**src/rtl/gps_bridge_pkg.sv**
```systemverilog
// Shared definitions for the GPS sample bridge: packer states, default sizes, width helper.
// Latency: n/a (types and constants only).
// Backpressure: n/a.
package gps_bridge_pkg;

  typedef enum logic [1:0] {
    ST_IDLE     = 2'd0,
    ST_WAIT_PPS = 2'd1,
    ST_CAPTURE  = 2'd2
  } packer_state_e;

  localparam int DEF_SAMPLE_W         = 2;
  localparam int DEF_SAMPLES_PER_WORD = 8;

  // Bits needed to index 'value' distinct slots (minimum 1).
  function automatic int clog2(input int value);
    int r;
    int v;
    r = 0;
    v = value - 1;
    while (v > 0) begin
      r = r + 1;
      v = v >> 1;
    end
    if (r == 0) r = 1;
    return r;
  endfunction

endpackage

```
**src/rtl/gps_word_out_stage.sv**
```systemverilog
// Output word register with valid/ready handshake and saturating drop counter.
// Latency: a loaded word is visible (valid) the cycle after the load request.
// Backpressure: a word offered while the register is full and not being accepted is dropped and counted.
module gps_word_out_stage #(
  parameter int WORD_W    = 16,
  parameter int OVF_CNT_W = 8
) (
  input  logic                 clk_i,
  input  logic                 rst_i,
  input  logic                 load_req_i,
  input  logic [WORD_W-1:0]    load_word_i,
  input  logic                 load_first_i,
  input  logic                 ready_i,
  input  logic                 ovf_clr_i,
  output logic                 load_ack_o,
  output logic [WORD_W-1:0]    word_o,
  output logic                 first_o,
  output logic                 valid_o,
  output logic [OVF_CNT_W-1:0] ovf_cnt_o
);

  logic [WORD_W-1:0]    word_q;
  logic                 first_q;
  logic                 valid_q;
  logic [OVF_CNT_W-1:0] ovf_q;
  logic                 drop;

  // The register can take a new word when empty or when its current word leaves this cycle.
  assign load_ack_o = load_req_i & (~valid_q | ready_i);
  assign drop       = load_req_i & ~load_ack_o;

  // Output register, valid flag and saturating drop counter.
  always_ff @(posedge clk_i) begin
    if (rst_i) begin
      word_q  <= '0;
      first_q <= 1'b0;
      valid_q <= 1'b0;
      ovf_q   <= '0;
    end else begin
      if (load_ack_o) begin
        word_q  <= load_word_i;
        first_q <= load_first_i;
        valid_q <= 1'b1;
      end else if (valid_q && ready_i) begin
        valid_q <= 1'b0;
      end

      // A clear that coincides with a drop still records that drop.
      if (ovf_clr_i) begin
        ovf_q <= drop ? OVF_CNT_W'(1) : '0;
      end else if (drop && (ovf_q != {OVF_CNT_W{1'b1}})) begin
        ovf_q <= ovf_q + OVF_CNT_W'(1);
      end
    end
  end

  assign word_o    = word_q;
  assign first_o   = first_q;
  assign valid_o   = valid_q;
  assign ovf_cnt_o = ovf_q;

endmodule

```
**src/rtl/gps_sample_packer.sv**
```systemverilog
// Packs sign/magnitude GPS samples into host words, aligned to PPS, with a valid/ready output.
// Latency: a word is valid one cycle after its completing sample strobe.
// Backpressure: completed words that cannot be loaded are dropped and counted (saturating).
module gps_sample_packer
  import gps_bridge_pkg::*;
#(
  parameter int SAMPLE_W         = DEF_SAMPLE_W,
  parameter int SAMPLES_PER_WORD = DEF_SAMPLES_PER_WORD,
  parameter int OVF_CNT_W        = 8
) (
  input  logic                                 SYNC_CLK_IN,
  input  logic                                 RESET_IN,
  input  logic                                 ENABLE_IN,
  input  logic                                 PPS_STROBE_IN,
  input  logic                                 SAMPLE_STROBE_IN,
  input  logic [SAMPLE_W-1:0]                  SAMPLE_DATA_IN,
  output logic [SAMPLE_W*SAMPLES_PER_WORD-1:0] WORD_OUT,
  output logic                                 WORD_FIRST_OUT,
  output logic                                 WORD_VALID_OUT,
  input  logic                                 WORD_READY_IN,
  input  logic                                 OVERFLOW_CLR_IN,
  output logic [OVF_CNT_W-1:0]                 OVERFLOW_CNT_OUT,
  output logic                                 BUSY_OUT
);

  localparam int WORD_W = SAMPLE_W * SAMPLES_PER_WORD;
  localparam int SLOT_W = clog2(SAMPLES_PER_WORD);
  localparam logic [SLOT_W-1:0] LAST_SLOT = SLOT_W'(SAMPLES_PER_WORD - 1);

  packer_state_e       state_q;
  logic [SLOT_W-1:0]   slot_q;
  logic [WORD_W-1:0]   shreg_q;
  logic                first_q;

  logic [WORD_W-1:0]   word_cmb;
  logic                load_req;
  logic                load_ack;

  // Current partial word with this cycle's sample dropped into its slot; also the completed word.
  always_comb begin
    word_cmb = shreg_q;
    word_cmb[slot_q*SAMPLE_W +: SAMPLE_W] = SAMPLE_DATA_IN;
  end

  // A word completes on a strobe at the last slot, unless PPS realigns in the same cycle.
  assign load_req = ENABLE_IN && (state_q == ST_CAPTURE) && !PPS_STROBE_IN &&
                    SAMPLE_STROBE_IN && (slot_q == LAST_SLOT);

  // Packer FSM: arming, PPS alignment, slot sequencing and first-word flag.
  always_ff @(posedge SYNC_CLK_IN) begin
    if (RESET_IN) begin
      state_q <= ST_IDLE;
      slot_q  <= '0;
      shreg_q <= '0;
      first_q <= 1'b0;
    end else if (!ENABLE_IN) begin
      state_q <= ST_IDLE;
      slot_q  <= '0;
      shreg_q <= '0;
      first_q <= 1'b0;
    end else if (state_q == ST_IDLE) begin
      state_q <= ST_WAIT_PPS;
    end else if (PPS_STROBE_IN) begin
      // Align (or realign): drop any partial word, a coincident sample becomes slot 0.
      state_q <= ST_CAPTURE;
      first_q <= 1'b1;
      shreg_q <= '0;
      if (SAMPLE_STROBE_IN) begin
        shreg_q[SAMPLE_W-1:0] <= SAMPLE_DATA_IN;
        slot_q                <= SLOT_W'(1);
      end else begin
        slot_q <= '0;
      end
    end else if ((state_q == ST_CAPTURE) && SAMPLE_STROBE_IN) begin
      if (slot_q == LAST_SLOT) begin
        slot_q  <= '0;
        shreg_q <= '0;
        // The first flag survives a dropped word so the next delivered word carries it.
        if (load_ack) first_q <= 1'b0;
      end else begin
        shreg_q <= word_cmb;
        slot_q  <= slot_q + SLOT_W'(1);
      end
    end
  end

  gps_word_out_stage #(
    .WORD_W    (WORD_W),
    .OVF_CNT_W (OVF_CNT_W)
  ) u_out_stage (
    .clk_i        (SYNC_CLK_IN),
    .rst_i        (RESET_IN),
    .load_req_i   (load_req),
    .load_word_i  (word_cmb),
    .load_first_i (first_q),
    .ready_i      (WORD_READY_IN),
    .ovf_clr_i    (OVERFLOW_CLR_IN),
    .load_ack_o   (load_ack),
    .word_o       (WORD_OUT),
    .first_o      (WORD_FIRST_OUT),
    .valid_o      (WORD_VALID_OUT),
    .ovf_cnt_o    (OVERFLOW_CNT_OUT)
  );

  assign BUSY_OUT = (state_q != ST_IDLE);

endmodule

```
**config.mk**
```make
export PLATFORM = sky130hd
export DESIGN_NAME = gps_sample_packer
export DESIGN_NICKNAME = d
export VERILOG_FILES = /design/src/rtl/gps_bridge_pkg.sv /design/src/rtl/gps_word_out_stage.sv /design/src/rtl/gps_sample_packer.sv
export SDC_FILE = /design/constraint.sdc
export NUM_CORES = 1
export LEC_CHECK = 0
export CAP_MARGIN = 20
export CORE_MARGIN = 8
export CORE_UTILIZATION = 56
export DETAILED_ROUTE_END_ITERATION = 6
export PLACE_DENSITY = 0.85
export REMOVE_ABC_BUFFERS = 1
export SLEW_MARGIN = 5
export SYNTH_ARGS = -nofsm -noshare
export SYNTH_HDL_FRONTEND = slang
export SYNTH_SLANG_ARGS = --single-unit
```
**constraint.sdc**
```tcl
create_clock -name SYNC_CLK_IN -period 5.25 [get_ports SYNC_CLK_IN]
set_input_delay 0.7875 -clock SYNC_CLK_IN [delete_from_list [all_inputs] [get_ports SYNC_CLK_IN]]
set_output_delay 0.7875 -clock SYNC_CLK_IN [all_outputs]
set_load 0.01 [all_outputs]
```
### Yosys cells after proc, flatten, opt, wreduce, memory -nomap -nowiden

Cells that the tools add are included.

| word-level totals | value |
|---|---|
| flip-flop bits (word level) | 48 |
| logic and storage cells | 64 |

| cells by class | value |
|---|---|
| add/sub/neg operators | 3 |
| equal/unequal tests | 3 |
| shift-type cells | 2 |
| muxes and demuxes | 20 |
| bitwise logic cells | 7 |
| reduce and logical (&&, ||, !) cells | 20 |

Operators by type and width:

| operator | number |
|---|---|
| 16-bit 2-to-1 mux | 3 |
| 4-bit negation with 34-bit output | 1 |
| 2-bit by 34-bit variable shift with 16-bit output, first input constant | 1 |
| 2-bit by 34-bit indexed part select with 16-bit output | 1 |
| 16-bit bitwise mux | 1 |
| 8-bit 2-to-1 mux | 2 |
| 2-bit nonzero test | 7 |
| 1-bit 2-to-1 mux | 10 |
| 3-bit 2-to-1 mux | 3 |
| 8-bit by 1-bit adder with 8-bit output, second input constant | 1 |
| 8-bit != test, second input constant | 1 |
| 1-bit logical AND | 7 |
| 1-bit NOT | 4 |
| 4-bit AND reduction | 1 |
| 3-bit by 1-bit adder with 3-bit output, second input constant | 1 |
| 3-bit equality test, second input constant | 1 |
| 3-bit OR reduction | 1 |
| 1-bit AND | 2 |
| 2-bit equality test, second input constant | 1 |
| 2-bit zero test | 1 |
| 2-bit 2-to-1 mux | 1 |
| 2-bit AND reduction | 1 |
| 2-bit OR reduction | 1 |
| 1-bit zero test | 1 |
| 1-bit OR | 1 |

### Longest topological paths before layout

| depth | value |
|---|---|
| depth after elaboration | 11 |
| gate-level depth with buffers | 9 |
| mapped depth without buffers | 8 |

### By module

A second synthesis with hierarchy kept.

| unflattened totals | value |
|---|---|
| cell total of the unflattened synthesis | 306 |
| area total of the unflattened synthesis | 2416.1 um2 |

By module, submodules not included:

| module | instances | cells each | area an instance (um2) | sequential area each (um2) |
|---|---|---|---|---|
| gps_sample_packer | 1 | 180 | 1362.6 | 440.4 |
| gps_word_out_stage | 1 | 126 | 1053.5 | 520.5 |

### Worst setup path before layout

No wires, ideal clock.

| timing path | value |
|---|---|
| kind | register to register |
| start | register slot_q[0] |
| end | register shreg_q[8] |
| library setup time | 0.128 ns |
| arrival | 2.044 ns |
| required time | 5.122 ns |
| setup slack | 3.078 ns |
| stages on the path, launching flop included | 10 |
| path buffers | 1 |
| path through | dfxtp_1 inv_1 ha_1 ha_1 nor2b_1 clkbuf_1 nand3b_1 a21o_1 a22oi_1 nor2_1 |

| on the way | value |
|---|---|
| longest elaborated chain between the ends | 6 |
| elaborated cells on any way between the ends | 8 |
| those cells by class | add/sub: 1; eq/ne: 1; shift: 2; mux: 4 |

Ends and longest elaborated chain:

| what | RTL line | source |
|---|---|---|
| start, declared | gps_sample_packer.sv:31 | `logic [SLOT_W-1:0] slot_q;` |
| start signal, assigned | gps_sample_packer.sv:82 | `slot_q <= slot_q + SLOT_W'(1);` |
| 4-bit negation with 34-bit output | gps_sample_packer.sv:42 | `word_cmb[slot_q*SAMPLE_W +: SAMPLE_W] = SAMPLE_DATA_IN;` |
| 2-bit by 34-bit indexed part select with 16-bit output or 2-bit by 34-bit variable shift with 16-bit output (tied branches) | gps_sample_packer.sv:42 |  |
| 16-bit bitwise mux | gps_sample_packer.sv:42 |  |
| 16-bit 2-to-1 mux * | gps_sample_packer.sv:75 | `if (slot_q == LAST_SLOT) begin` |
| 16-bit 2-to-1 mux * | gps_sample_packer.sv:74 | `end else if ((state_q == ST_CAPTURE) && SAMPLE_STROBE_IN) begin` |
| 16-bit 2-to-1 mux * | gps_sample_packer.sv:63 | `end else if (PPS_STROBE_IN) begin` |
| end signal, assigned | gps_sample_packer.sv:81 | `shreg_q <= word_cmb;` |
| end, declared | gps_sample_packer.sv:32 | `logic [WORD_W-1:0] shreg_q;` |

Every way passes the cells marked *; elsewhere a longest branch is shown, timed or not. The select of a mux whose other input is x is not followed.
A chain may end at the register's enable or synchronous reset.

### Worst setup path after layout

| timing path | value |
|---|---|
| start | input PPS_STROBE_IN |
| end | register shreg_q[1] |

| on the way | value |
|---|---|
| longest elaborated chain between the ends | 2 |
| elaborated cells on any way between the ends | 3 |
| those cells by class | mux: 1; reduce/logical: 2 |

Ends and longest elaborated chain:

| what | RTL line | source |
|---|---|---|
| start, declared | gps_sample_packer.sv:14 | `input logic PPS_STROBE_IN,` |
| 2-bit nonzero test (no source line) | -- |  |
| 2-bit AND reduction (no source line) | -- |  |

Several ways; a longest one is shown, not always the timed one.

==> flow_metrics.py <==
metrics = {
    "synth": {
        "yosysMostFrequentCell": "nor2_1",
        "yosysSeqAreaShare_pct": 41.2,
        "synthCells": 267,
        "ys_warn_count": 0,
        "yosysTopAreaCellShare_pct": 41.2,
        "async_flop_share_pct": 0,
        "synth_seq_cells": 48,
        "synth.area.top_cells": "dfxtp_1 (41%), nor2_1 (8.4%), ha_1 (4.3%)",
        "synthTopCellsByCount": "nor2_1 (52), dfxtp_1 (48), nand2_1 (14)",
        "synth_edf_count": 0,
        "synthFlopType": "dfxtp_1",
        "ys_types": 50,
        "yosysTopAreaCell": "dfxtp_1",
        "synth_area_per_cell_um2": 8.73,
        "synth_area_mm2": 0.00233,
    },
    "route": {
        "vias": 2021,
        "dr.pass1.iters": 4,
        "drt_iter0_drc": 130,
        "drcViolationCount": 0,
        "wirelength_mm": 5.11,
        "final_antenna_net_count": 0,
        "avgViaCountPerCell": 5.88,
        "wl_per_cell_um": 14.9,
    },
    "floorplan": {
        "dieArea_mm2": 0.00649,
        "io_pins": 36,
        "die_h_um": 80.5,
        "design.core.area_mm2": 0.00400,
        "start_util_pct": 58.3,
        "fp-row-count": 23,
        "die_w_um": 80.5,
    },
    "grt": {
        "overflow": 0,
        "grt_usage_pct": 16.5,
        "grt_pass1_wl_mm": 8.71,
        "grt_max_degree": 25,
        "antenna_found_initial": 0,
        "grt_pass1_vias": 1926,
    },
    "min_path": {
        "holdCritPathClass": "register to register",
    },
    "outcome": {
        "status": "complete, no violations",
    },
    "sta": {
        "whs_ns": 0.458,
        "worstMarginPinSlew_ns": 0.928,
        "fmax_mhz": 360,
        "rsz0062_at_grt": "no",
        "fin_setup_tns_ns": 0,
        "hold_viol": 0,
        "slew_viol_final": 0,
        "finClkSkew_ns": 0.00903,
        "fin_crit_sh_pct": 52.9,
        "min_period_ns": 2.78,
        "setup_violations": 0,
        "max_slew_margin_pct": 38.0,
    },
    "layout": {
        "drive_gt1_share_pct": 7.48,
        "antenna_cells": 0,
        "fillCellCount": 325,
        "layout.nets": 310,
        "area_growth_pct": 18.9,
        "seq_area_um2": 961,
        "multi_input_area_mm2": 0.00127,
    },
    "cts": {
        "cts_tree": "built",
        "cts_buffers": 5,
        "cts_max_level": 2,
        "cts_sinks": 48,
        "cts_resized": 0,
        "cts_setup_buffers": 0,
        "cts-root-buf": "clkbuf_8",
        "postCtsHoldBufs": 0,
        "clock_tree.buffer_depth": 2,
        "clk_latency_ns": 0.30,
        "path_clk_slew_ns": 0.08,
    },
    "critical_path": {
        "crit_type": "input pin to register",
        "worst-endpoint-arrival_ns": 2.99,
        "critical_path_required_ns": 5.46,
        "crit_path_end_kind": "register",
        "critPathLaunchType": "input pin",
        "critPathMaxFanout": 13,
    },
    "placement": {
        "port_buffers": 35,
        "gp_congestion": 0.922,
        "hpwl_mm": 3.63,
    },
    "power": {
        "ir_worst_vdd_uv": 124,
        "p_per_area_mw_per_mm2": 240,
        "leakage_nw": 0.924,
    },
    "flow_run": {
        "drv_cap": 0,
    },
}
-- through the flow --
stage | power, mW | std cells | setup slack [ns] | util (%) | area, µm²
after global placement | 0.413 | 336 | 2.23 | 66.6 | 2670
final | 0.666 | 344 | 2.47 | 69.3 | 2770
after global routing | 0.693 | 344 | 2.35 | 69.3 | 2770
after floorplan | 0.394 | 251 | 3.04 | - | 2250
after CTS | 0.674 | 344 | 2.50 | 69.3 | 2770
after detailed placement | 0.413 | 336 | 2.17 | 66.6 | 2670
-- layer usage --
| layer | routed length (µm) | part of all wire, % | vias to the layer above | global-route usage, % |
|---|---|---|---|---|
| li1 | - | - | 1015 | - |
| met1 | 2450 | 48 | 941 | 20.8 |
| met2 | 2320 | 45 | 56 | 25.8 |
| met3 | 283 | 5.5 | 9 | 4.02 |
| met4 | 65 | 1.3 | 0 | 7.27 |
| met5 | 0 | 0 | - | 0 |
-- registers in the layout (all words and copies together) (netlist names) --
| register | cells |
|---|---|
| u_out_stage.ovf_cnt_o | 8 |
| u_out_stage.valid_o | 1 |
| first_q | 1 |
| slot_q | 3 |
| u_out_stage.first_o | 1 |
| u_out_stage.word_o | 16 |
| shreg_q | 16 |
| state_q | 2 |
-- cell type report --
class | count | area share [%]
clock buffers | 6 | 2.62
well taps | 50 | 2.26
multi-input cells | 197 | 45.8
repair buffers | 35 | 12.6
inverters | 6 | 0.812
flip-flops and latches | 48 | 34.7
clock inverters | 2 | 1.26
-- report_power, final --
part | leakage (nW) | total [mW] | internal [mW] | switching [mW]
Clock | 0.0552 | 0.261 | 0.141 | 0.120
Sequential | 0.387 | 0.366 | 0.365 | 0.00157
Combinational | 0.482 | 0.0387 | 0.0143 | 0.0244
Total | 0.924 | 0.666 | 0.521 | 0.146
-- path summary, 6_finish.rpt --
kind,from,endpoint,slack (ns),depth (start not counted)
min reg2reg,first_q,u_out_stage.first_o,0.46,2
min,first_q,u_out_stage.first_o,0.46,2
max reg2reg,slot_q[0],shreg_q[8],2.56,8
max,PPS_STROBE_IN,shreg_q[1],2.47,5
-- cells in the final DEF (no fill, tap or decap), drive strengths merged, types with 2 or more instances in the layout --
| cell | count |
|---|---|
| a21oi | 13 |
| nand2b | 3 |
| inv | 6 |
| nor2b | 3 |
| a22oi | 13 |
| nand4 | 3 |
| nor2 | 53 |
| clkdlybuf4s50 | 35 |
| or2 | 2 |
| mux2i | 3 |
| ha | 8 |
| o22ai | 2 |
| and4bb | 2 |
| clkbuf | 6 |
| a32o | 7 |
| nand2 | 14 |
| a211oi | 12 |
| xnor2 | 4 |
| nor3 | 13 |
| and3 | 4 |
| and2b | 2 |
| or2b | 2 |
| nand3 | 14 |
| dfxtp | 48 |
| o21ai | 4 |
| a21o | 2 |
| a32oi | 3 |
-- cell families (layout without fill, tap and decap cells) --
family                     Yosys count  after routing  synth area share, %
xor gates and xnor gates             4              4                 1.50
and+or+nand+nor                    122            122                 27.4
buffers and inverters               22             49                 4.40
DFF                                 48             48                 41.2
muxes                                4              4                 1.77
adders and majority gates            8              8                 4.29
AOI/OAI and AO/OA                   59             59                 19.5
-- worst max-delay path, stage by stage --
cell and delay (ns):
clkdlybuf4s50_1 0.57, and4bb_4 0.45, nor2b_1 0.76, nand2_1 0.23
o22ai_1 0.19
Power figures use the tool's default switching activity.
